File: src/rtl/fetch_stage_if.sv
// Fetch-stage bus: control in, instruction memory port, IF/ID bundle out.
// The fetch stage takes the master side; the environment takes the slave side.
interface fetch_stage_if;
    logic        stall;
    logic        redirect;
    logic [31:0] redirect_pc;
    logic [31:0] imem_addr;
    logic [31:0] imem_data;
    logic        if_valid;
    logic [31:0] if_instr;
    logic [31:0] if_pc;
    logic [31:0] if_pc_plus4;
    logic        misalign;

    modport master (
        input  stall,
        input  redirect,
        input  redirect_pc,
        input  imem_data,
        output imem_addr,
        output if_valid,
        output if_instr,
        output if_pc,
        output if_pc_plus4,
        output misalign
    );

    modport slave (
        output stall,
        output redirect,
        output redirect_pc,
        output imem_data,
        input  imem_addr,
        input  if_valid,
        input  if_instr,
        input  if_pc,
        input  if_pc_plus4,
        input  misalign
    );
endinterface

File: src/rtl/fetch_stage.sv
// Instruction fetch: owns the PC, drives imem, fills the IF/ID register.
// A misaligned redirect parks the stage in a fault state until reset.
module fetch_stage #(
    parameter logic [31:0] RESET_PC = 32'd0,
    parameter logic [31:0] PC_STEP  = 32'd4
) (
    input logic           clk,
    input logic           reset,
    fetch_stage_if.master bus
);

    typedef enum logic {
        S_RUN,
        S_FAULT
    } state_e;

    state_e      state_q, state_d;
    logic [31:0] pc_q, pc_d;
    logic        valid_q, valid_d;
    logic [31:0] instr_q, instr_d;
    logic [31:0] ipc_q, ipc_d;
    logic [31:0] ipc4_q, ipc4_d;
    logic [31:0] pc_inc;

    assign pc_inc = pc_q + PC_STEP;

    always_ff @(posedge clk) begin
        if (reset) begin
            state_q <= S_RUN;
            pc_q    <= RESET_PC;
            valid_q <= 1'b0;
            instr_q <= 32'd0;
            ipc_q   <= 32'd0;
            ipc4_q  <= 32'd0;
        end else begin
            state_q <= state_d;
            pc_q    <= pc_d;
            valid_q <= valid_d;
            instr_q <= instr_d;
            ipc_q   <= ipc_d;
            ipc4_q  <= ipc4_d;
        end
    end

    always_comb begin
        state_d = state_q;
        pc_d    = pc_q;
        valid_d = valid_q;
        instr_d = instr_q;
        ipc_d   = ipc_q;
        ipc4_d  = ipc4_q;
        unique case (1'b1)
            (state_q == S_FAULT): begin
            end
            (state_q == S_RUN) && bus.redirect: begin
                pc_d    = bus.redirect_pc;
                valid_d = 1'b0;
                instr_d = 32'd0;
                ipc_d   = 32'd0;
                ipc4_d  = 32'd0;
                // keep the bad target in pc so it is visible
                if (bus.redirect_pc[1:0] != 2'b00) begin
                    state_d = S_FAULT;
                end
            end
            (state_q == S_RUN) && !bus.redirect && bus.stall: begin
            end
            default: begin
                pc_d    = pc_inc;
                valid_d = 1'b1;
                instr_d = bus.imem_data;
                ipc_d   = pc_q;
                ipc4_d  = pc_inc;
            end
        endcase
    end

    assign bus.imem_addr   = pc_q;
    assign bus.if_valid    = valid_q;
    assign bus.if_instr    = instr_q;
    assign bus.if_pc       = ipc_q;
    assign bus.if_pc_plus4 = ipc4_q;
    assign bus.misalign    = (state_q == S_FAULT);

endmodule

File: src/flat_wrapper.sv
// flat-port wrapper written by rule: the top's interface ports become plain ports
module fetch_stage_flat 
#(
    parameter logic [31:0] RESET_PC = 32'd0,
    parameter logic [31:0] PC_STEP  = 32'd4
)
  (clk, reset, bus_stall, bus_redirect, bus_redirect_pc, bus_imem_data, bus_imem_addr, bus_if_valid, bus_if_instr, bus_if_pc, bus_if_pc_plus4, bus_misalign);
  fetch_stage_if bus_i ();
  input logic clk;
  input logic reset;
  input wire logic [$bits(bus_i.stall)-1:0] bus_stall;
  input wire logic [$bits(bus_i.redirect)-1:0] bus_redirect;
  input wire logic [$bits(bus_i.redirect_pc)-1:0] bus_redirect_pc;
  input wire logic [$bits(bus_i.imem_data)-1:0] bus_imem_data;
  output wire logic [$bits(bus_i.imem_addr)-1:0] bus_imem_addr;
  output wire logic [$bits(bus_i.if_valid)-1:0] bus_if_valid;
  output wire logic [$bits(bus_i.if_instr)-1:0] bus_if_instr;
  output wire logic [$bits(bus_i.if_pc)-1:0] bus_if_pc;
  output wire logic [$bits(bus_i.if_pc_plus4)-1:0] bus_if_pc_plus4;
  output wire logic [$bits(bus_i.misalign)-1:0] bus_misalign;
  assign bus_i.stall = bus_stall;
  assign bus_i.redirect = bus_redirect;
  assign bus_i.redirect_pc = bus_redirect_pc;
  assign bus_i.imem_data = bus_imem_data;
  assign bus_imem_addr = bus_i.imem_addr;
  assign bus_if_valid = bus_i.if_valid;
  assign bus_if_instr = bus_i.if_instr;
  assign bus_if_pc = bus_i.if_pc;
  assign bus_if_pc_plus4 = bus_i.if_pc_plus4;
  assign bus_misalign = bus_i.misalign;
  fetch_stage #(.RESET_PC(RESET_PC), .PC_STEP(PC_STEP)) u_core (.clk(clk), .reset(reset), .bus(bus_i));
endmodule
File: config.mk
export PLATFORM = sky130hd
export DESIGN_NAME = fetch_stage_flat
export DESIGN_NICKNAME = d
export VERILOG_FILES = /design/src/rtl/fetch_stage_if.sv /design/src/rtl/fetch_stage.sv /design/src/flat_wrapper.sv
export SDC_FILE = /design/constraint.sdc
export NUM_CORES = 1
export LEC_CHECK = 0
export BUFFER_PORTS_ARGS = -buffer_cell sky130_fd_sc_hd__buf_4
export CORE_ASPECT_RATIO = 2
export CORE_UTILIZATION = 48
export DETAILED_ROUTE_END_ITERATION = 10
export PLACE_DENSITY = 0.86
export SYNTH_ARGS = -nofsm -noshare
export SYNTH_HDL_FRONTEND = slang
export SYNTH_SLANG_ARGS = --single-unit
File: constraint.sdc
create_clock -name clk -period 2.6 [get_ports clk]
set_input_delay 0 -clock clk [delete_from_list [all_inputs] [get_ports clk]]
set_output_delay 0 -clock clk [all_outputs]
set_load 0.01 [all_outputs]
Word level (Yosys, flattened, before mapping)
Cells that the tools add are included.

operators by class
  $add $sub $neg = 1
  multiplexer cells = 5
  bitwise operators = 1
  reductions and logical operators = 7

operators by type and width
  kind                                                             number
  32-bit one-hot mux with 2 select lines                           4
  32-bit by 3-bit adder with 32-bit output, second input constant  1
  1-bit logical AND                                                3
  1-bit one-hot mux with 2 select lines                            1
  2-bit AND reduction                                              1
  2-bit nonzero test                                               1
  2-bit OR reduction                                               1
  1-bit logical NOT                                                1
  1-bit inverter                                                   1

word-level totals
  register bits = 130
  input bits = 68
  word-level logic and storage cells = 20

Longest topological paths before layout
Gate-level depths: netlist of the first run.

  depth after elaboration = 5
  gate-level depth with buffers = 9
  mapped depth without buffers = 6

Least setup slack after synthesis of the first run
No wires, ideal clock.

  kind = flip-flop to flip-flop
  start point = register u_core.pc_q[2], in the netlist u_core.bus.imem_addr[2]
  end point = register u_core.ipc4_q[20], in the netlist u_core.bus.if_pc_plus4[20]
  library setup time = 0.120 ns
  arrival time = 1.851 ns
  data required time = 2.480 ns
  slack = 0.630 ns
  cell stages (with the launch flop) = 7
  buffers on the path = 0
  period minus slack after synthesis = 1.970 ns
  path through = dfxtp_1 > ha_1 > nand4_1 > nor4_1 > nand2_1 > and3_1 > a211o_1

between the ends
  cells in the longest elaborated chain, start to end = 2

ends and longest elaborated chain
  what                                      line               text
  start: declaration                        fetch_stage.sv:18  logic [31:0] pc_q, pc_d;
  start signal: assignment                  fetch_stage.sv:37  pc_q <= pc_d;
  32-bit by 3-bit adder with 32-bit output  fetch_stage.sv:25  assign pc_inc = pc_q + PC_STEP;
  32-bit one-hot mux with 2 select lines    fetch_stage.sv:52  unique case (1'b1)
  end signal: assignment                    fetch_stage.sv:41  ipc4_q <= ipc4_d;
  end: declaration                          fetch_stage.sv:22  logic [31:0] ipc4_q, ipc4_d;

No other way between the ends.
A chain may end at the register's enable or synchronous reset.

Worst setup path after layout of the first run
  start point = register u_core.pc_q[3], in the netlist u_core.bus.imem_addr[3]
  end point = register u_core.pc_q[24], in the netlist u_core.bus.imem_addr[24]

between the ends
  cells in the longest elaborated chain, start to end = 2

ends and longest elaborated chain
  what                                      line
  32-bit by 3-bit adder with 32-bit output  fetch_stage.sv:25
  32-bit one-hot mux with 2 select lines    fetch_stage.sv:52

No other way between the ends.

==> results of run 1 <==
-- cell usage after synthesis (7+ instances only) --
master,instances
a21oi_1,16
xnor2_1,16
o21ai_0,26
a22oi_1,20
nand2_1,51
buf_2,25
a22o_1,64
nand3_1,9
nand4_1,15
clkbuf_1,21
dfxtp_1,128
xor2_1,10
nor2_1,34
a211oi_1,7
-- cell type report --
class,instances,area [sq um]
Timing Repair Buffer,275,2235
Inverter,4,15.01
Clock inverter,10,111.4
Tap cell,135,168.9
Multi-Input combinational cell,344,2248
Sequential cell,128,2562
Fill cell,686,2345
Clock buffer,22,464.2
-- per-layer routing --
metal	GRT usage [%]	vias to the layer above	wire length, um
li1	-	2419	-
met1	33.96	2578	6185
met2	60.90	252	9999
met5	0	-	0
met4	18.21	0	735
met3	7.270	60	924
-- kinds of logic after synthesis --
kind of cell               after synthesis
AOI/OAI and AO/OA                      164
and+or+nand+nor                        150
DFF                                    128
muxes                                    3
xor gates and xnor gates                26
buffers and inverters                   56
adders and majority gates                1
-- state kept, by name, indices dropped and copies added (netlist names) --
register                count
u_core.bus.misalign         1
u_core.bus.if_pc           30
u_core.bus.if_pc_plus4     32
u_core.bus.imem_addr       32
u_core.bus.if_instr        32
u_core.bus.if_valid         1
-- metrics by stage --
| stage | power, mW | worst slack (ns) | cell area [sq um] | utilization [%] | cells |
|---|---|---|---|---|---|
| global route | 5.247 | 0.3080 | 7805 | 76.90 | 918 |
| CTS | 5.106 | 0.4925 | 7805 | 76.90 | 918 |
| finish | 5.108 | 0.4704 | 7805 | 76.90 | 918 |
| floorplan | 2.436 | 0.6296 | 5055 | - | 528 |
| detailed placement | 2.734 | 0.5425 | 6599 | 65.01 | 823 |
| global placement | 2.720 | 0.6123 | 6599 | 65.01 | 823 |
-- how the worst min path moves through the flow --
stage                                                 endpoint  slack (ns)  depth (start not counted)                from
after floorplan            u_core.bus.if_instr[0]$_SDFFE_PP0N_        0.13                          1    bus_imem_data[0]
after global placement    u_core.bus.if_instr[13]$_SDFFE_PP0N_        0.21                          2   bus_imem_data[13]
after detailed placement  u_core.bus.if_instr[27]$_SDFFE_PP0N_        0.21                          2   bus_imem_data[27]
after CTS                 u_core.bus.imem_addr[7]$_SDFFE_PP0N_      0.0006                          4  bus_redirect_pc[7]
after global routing      u_core.bus.imem_addr[7]$_SDFFE_PP0N_        0.02                          4  bus_redirect_pc[7]
final                     u_core.bus.imem_addr[7]$_SDFFE_PP0N_       0.008                          4  bus_redirect_pc[7]
-- critical path: cells and delay by family, from the launching register on --
| family | cells | cell delay (ns) |
|---|---|---|
| flops | 1 | 0.42 |
| fa+ha+maj | 1 | 0.28 |
| simple gates | 2 | 0.54 |
| compound gates | 3 | 0.75 |
-- power groups by stage --
stage / Sequential (mW) / Clock, mW / Combinational, mW
after floorplan: 2.18 / 0 / 0.259
after global placement: 2.18 / 0 / 0.542
after detailed placement: 2.18 / 0 / 0.553
after CTS: 2.14 / 2.33 / 0.634
after global routing: 2.16 / 2.41 / 0.684
final: 2.15 / 2.32 / 0.644
-- repair_timing --
| item | CTS | global route |
|---|---|---|
| endpoints found under the hold margin | 63 | 0 |
| setup buffers | 0 | 0 |
| endpoints found under the setup margin | 0 | 0 |
| hold buffers | 63 | 0 |
==> impl_metrics.py, run 1 <==
metrics = {
    "worst_hold_path": {
        "hp-class": "in -> reg",
    },
    "timing": {
        "worst_slew_pin_slew_ns": 0.5336,
        "fmax_mhz": 469.6,
        "setup_tns_ns": 0,
        "maxSlewViolCount": 0,
        "min_period_over_period_pct": 81.91,
        "setup_viol": 0,
        "clock_skew_ns": 0.007153,
        "whs_ns": 0.007757,
        "maxSlewHeadroom_pct": 64.43,
        "hold_violations": 0,
        "period_minus_slack_ns": 2.130,
        "grt_setup_unrepaired": "false",
    },
    "detailed_routing": {
        "viasPerCell": 5.783,
        "ant_nets": 0,
        "post_drt_wl_per_cell_um": 19.44,
        "firstDrtPassIters": 5,
        "vias": 5309,
        "drt-initial-drc-count": 455,
        "drcViolationCount": 0,
        "wirelength_mm": 17.84,
    },
    "power_and_ir_drop": {
        "pwr-share-comb_pct": 12.6,
        "power.internal_mw": 3.831,
        "p_leak_nw": 3.366,
        "switching_share_pct": 25.00,
        "power.share.clock_pct": 45.4,
        "irDropWorstVdd_v": 0.0005079,
        "power-per-cell-area_nw_per_um2": 654.5,
        "power_frac_seq_pct": 42.0,
        "p_sw_mw": 1.277,
    },
    "cts": {
        "h-tree-depth": 4,
        "cts_resized": 0,
        "cts_buffers": 17,
        "cts_max_path_buffers": 2,
        "ctsRootBufferMaster": "clkbuf_16",
        "clkLatencyLatePin_ns": 0.41,
        "cts_tree": "done",
        "clk_pin_slew_ns": 0.05,
        "cts_sinks": 128,
    },
    "worst_setup_path": {
        "worstPathMaxFanout": 6,
        "cp-start-kind": "register",
        "cpMostUsedCell": "o21ai_0",
        "worstSetupEndpoint": "u_core.bus.imem_addr[24]$_SDFFE_PP0N_",
        "arrival_ns": 2.40,
        "crit_slowest_cell": "dfxtp_1",
        "crit_type": "reg -> reg",
        "r2r-start": "u_core.bus.imem_addr[3]$_SDFFE_PP0N_",
        "rrSetupSlack_ns": 0.47,
        "crit_path_end_kind": "register",
        "slowest_delay_ns": 0.42,
        "rr_worst_depth": 6,
        "critical_path_required_ns": 2.87,
        "r2r_end": "u_core.bus.imem_addr[24]$_SDFFE_PP0N_",
        "cp_cell_sequence": "ha_1 -> and4_1 -> nand4_1 -> o31a_1 -> o21ai_0 -> o21ai_0",
        "crit_start": "u_core.bus.imem_addr[3]$_SDFFE_PP0N_",
    },
    "synthesis": {
        "yosys.area_share.adder_pct": 0.2475,
        "yosys.area_share.simple_pct": 15.00,
        "synthDistinctLibCells": 52,
        "yosysSeqAreaShare_pct": 50.69,
        "synth_edf_count": 0,
        "synthFlopType": "dfxtp_1",
        "synth-async-reset-ratio_pct": 0,
        "synth_top_cell_by_area": "dfxtp_1",
        "synth_top_family_by_area": "compound AO/OA/AOI/OAI gates",
        "synth_nets": 597,
        "netlist_instances": 528,
        "synth_top_area_share_pct": 50.69,
        "syn-cell-area_sq_um": 5055,
        "yosysWarnings": 0,
        "ys_seq_elements": 128,
        "synthTopCellsByArea": "dfxtp_1 (51%), a22o_1 (11%), nand2_1 (3.8%), a22oi_1 (3.0%), xnor2_1 (2.8%)",
        "synth_mux_area_share_pct": 0.5941,
        "synth_compound_area_share_pct": 23.79,
        "synth_xor_area_share_pct": 4.505,
        "syn_avg_cell_area_sq_um": 9.574,
    },
    "global_route": {
        "track_usage_pct": 33.61,
        "grt_max_degree": 59,
        "grt_overflow": 0,
        "grt_pass1_wl_mm": 27.70,
        "antenna_found_initial": 0,
        "grt_pass1_vias": 5408,
    },
    "job": {
        "cap_violations": 0,
    },
    "outcome": {
        "status": "complete, no violations",
    },
    "floorplanning": {
        "dieArea_sq_um": 10970,
        "start_util_pct": 49.80,
        "die_x_um": 74.57,
        "die_h_um": 147.1,
        "rows": 52,
        "ios": 198,
        "core_region_area_sq_um": 10150,
    },
    "final_layout": {
        "antennaDiodeCount": 0,
        "nets": 839,
        "drive_above_1_share_pct": 32.06,
        "areaGrowthSynthToFinish_pct": 54.41,
        "layout_common_cells": "buf_4 (211), dfxtp_1 (128), a22o_1 (64), dlygate4sd3_1 (63), nand2_1 (51)",
        "mostFrequentLayoutCell": "buf_4",
    },
    "place": {
        "place.gp.congestion": 0.9859,
        "place.port_buffers": 197,
        "dp_hpwl_mm": 11.56,
    },
}
Note: power is estimated with default switching activity, not from simulation.
==> inputs of run 2 (changes only) <==
- CORE_UTILIZATION: 48 -> 44
- PLACE_DENSITY: 0.86 -> 0.83
- clock period: 2.6 -> 1.9 ns (I/O delays scaled with it)
==> impl_metrics.py, run 2 (synthesis gave the netlist of run 1 again) <==
metrics = {
    "worst_setup_path": {
        "arrival_ns": 2.18,
        "cp_cell_sequence": "buf_4 -> and3_2 -> nand4_1 -> buf_4 -> nor4_1 -> a21oi_1 -> a21oi_1",
        "rr_worst_depth": 7,
        "r2r-start": "u_core.bus.imem_addr[2]$_SDFFE_PP0N_",
        "path_depth": 7,
        "crit_type": "reg -> reg",
        "worstPathMaxFanout": 7,
        "crit_family": "simple AND/OR/NAND/NOR gates",
        "critical_path_required_ns": 2.25,
        "slowest_delay_ns": 0.33,
        "cp-start-kind": "register",
        "crit_slowest_cell": "dfxtp_1",
        "r2r_end": "u_core.bus.if_pc_plus4[21]$_SDFFE_PP0N_",
        "worstPathBufferInverterCount": 2,
        "rrSetupSlack_ns": 0.07,
        "crit_path_end_kind": "register",
    },
    "detailed_routing": {
        "drt-initial-drc-count": 477,
        "firstDrtPassIters": 5,
        "viasPerCell": 5.706,
        "drcViolationCount": 0,
        "post_drt_wl_per_cell_um": 19.45,
        "ant_nets": 0,
        "vias": 5523,
        "wirelength_mm": 18.83,
    },
    "worst_hold_path": {
        "hp-class": "in -> reg",
        "hold_depth": 4,
        "hold_end": "u_core.bus.if_valid$_SDFFE_PP0N_",
        "hold_start": "bus_stall",
    },
    "timing": {
        "min_period_over_period_pct": 96.34,
        "clock_skew_ns": 0.01121,
        "setup_tns_ns": 0,
        "maxSlewHeadroom_pct": 66.97,
        "setup_viol": 0,
        "period_minus_slack_ns": 1.830,
        "worst_slew_pin_slew_ns": 0.4955,
        "hold_violations": 0,
        "fmax_mhz": 546.3,
        "setup_slack_ns": 0.06958,
        "maxSlewViolCount": 0,
        "whs_ns": 0.02716,
    },
    "floorplanning": {
        "rows": 55,
        "core_region_area_sq_um": 11220,
        "dieArea_sq_um": 11950,
        "die_x_um": 77.79,
        "start_util_pct": 45.06,
        "ios": 198,
        "die_h_um": 153.6,
    },
    "cts": {
        "cts_buffers": 17,
        "cts_max_path_buffers": 2,
        "cts_sinks": 128,
        "ctsRootBufferMaster": "clkbuf_16",
        "cts_tree": "done",
        "h-tree-depth": 4,
        "clkLatencyLatePin_ns": 0.42,
        "clk_pin_slew_ns": 0.06,
    },
    "final_layout": {
        "fin_cells": 968,
        "mostFrequentLayoutCell": "buf_4",
        "nets": 881,
        "areaGrowthSynthToFinish_pct": 62.57,
        "layout_common_cells": "buf_4 (246), dfxtp_1 (128), dlygate4sd3_1 (65), a22o_1 (64), nand2_1 (51)",
        "drive_above_1_share_pct": 36.36,
        "design_area_sq_um": 8218,
        "utilization_pct": 73.26,
    },
    "power_and_ir_drop": {
        "p_leak_nw": 3.589,
        "irDropWorstVdd_v": 0.0007365,
        "power-per-cell-area_nw_per_um2": 876.2,
        "power.total_mw": 7.200,
    },
    "global_route": {
        "antenna_found_initial": 1,
        "grt_overflow": 0,
        "grt_pass1_vias": 5535,
        "grt_pass1_wl_mm": 29.26,
        "track_usage_pct": 32.10,
        "grt_max_degree": 48,
    },
    "outcome": {
        "status": "complete, no violations",
    },
    "place": {
        "dp_hpwl_mm": 12.39,
        "place_ws_ns": 0.01421,
        "place_area_sq_um": 6909,
        "place.gp.congestion": 0.8454,
        "place.port_buffers": 197,
        "placed_cells": 866,
    },
    "job": {
        "cap_violations": 0,
    },
}
==> run 2: cell types whose count changed in the layout (fill, tap and decap cells not counted), moves of 3 or more <==
cell      previous run  this run
buf_6                0         3
buf_4              211       246
clkinv_4             1         4
clkinv_2             4         1
clkbuf_1             3         0
==> run 2: worst max path at each step <==
stage                                               from                                       to  slack [ns]
floorplan           u_core.bus.imem_addr[2]$_SDFFE_PP0N_  u_core.bus.if_pc_plus4[20]$_SDFFE_PP0N_        0.01
finish              u_core.bus.imem_addr[2]$_SDFFE_PP0N_  u_core.bus.if_pc_plus4[21]$_SDFFE_PP0N_        0.07
detailed placement  u_core.bus.imem_addr[2]$_SDFFE_PP0N_    u_core.bus.imem_addr[30]$_SDFFE_PP0N_        0.01
CTS                 u_core.bus.imem_addr[2]$_SDFFE_PP0N_    u_core.bus.imem_addr[30]$_SDFFE_PP0N_       0.005
global placement    u_core.bus.imem_addr[2]$_SDFFE_PP0N_    u_core.bus.imem_addr[30]$_SDFFE_PP0N_        0.08
global route        u_core.bus.imem_addr[2]$_SDFFE_PP0N_    u_core.bus.imem_addr[17]$_SDFFE_PP0N_      -0.003
==> run 2: area by class of cell <==
type,count,area (sq um)
Fill cell,764,2999
Timing Repair Buffer,317,2591
Sequential cell,128,2562
Multi-Input combinational cell,344,2271
Clock buffer,18,439.2
Tap cell,142,177.7
Clock inverter,14,158.9
Inverter,4,15.01
Antenna cell,1,2.502
==> run 2: where the power goes <==
| group | switching, mW | internal (mW) |
|---|---|---|
| clock | 1.30 | 1.99 |
| combinational | 0.507 | 0.525 |
| sequential | 0.0828 | 2.80 |
==> run 2: repair_timing <==
action | in CTS | in global routing
buffers inserted | 0 | 4
setup endpoints to repair | 0 | 48
hold buffers | 65 | 0
hold endpoints to repair | 67 | 0
resized for setup | 0 | 10
==> run 2: worst min-delay path: cells and delay by family <==
kind / cells / cell delay, ns
simple gates: 3 / 0.24
buf+inv: 1 / 0.16
==> run 2: routing by layer <==
metal	GRT usage (%)	vias to the layer above	share of wire, %
met5	0	-	0
met2	58.58	298	54
met1	33.77	2649	35
li1	-	2508	-
met3	6.113	68	5.4
met4	17.61	0	5.1
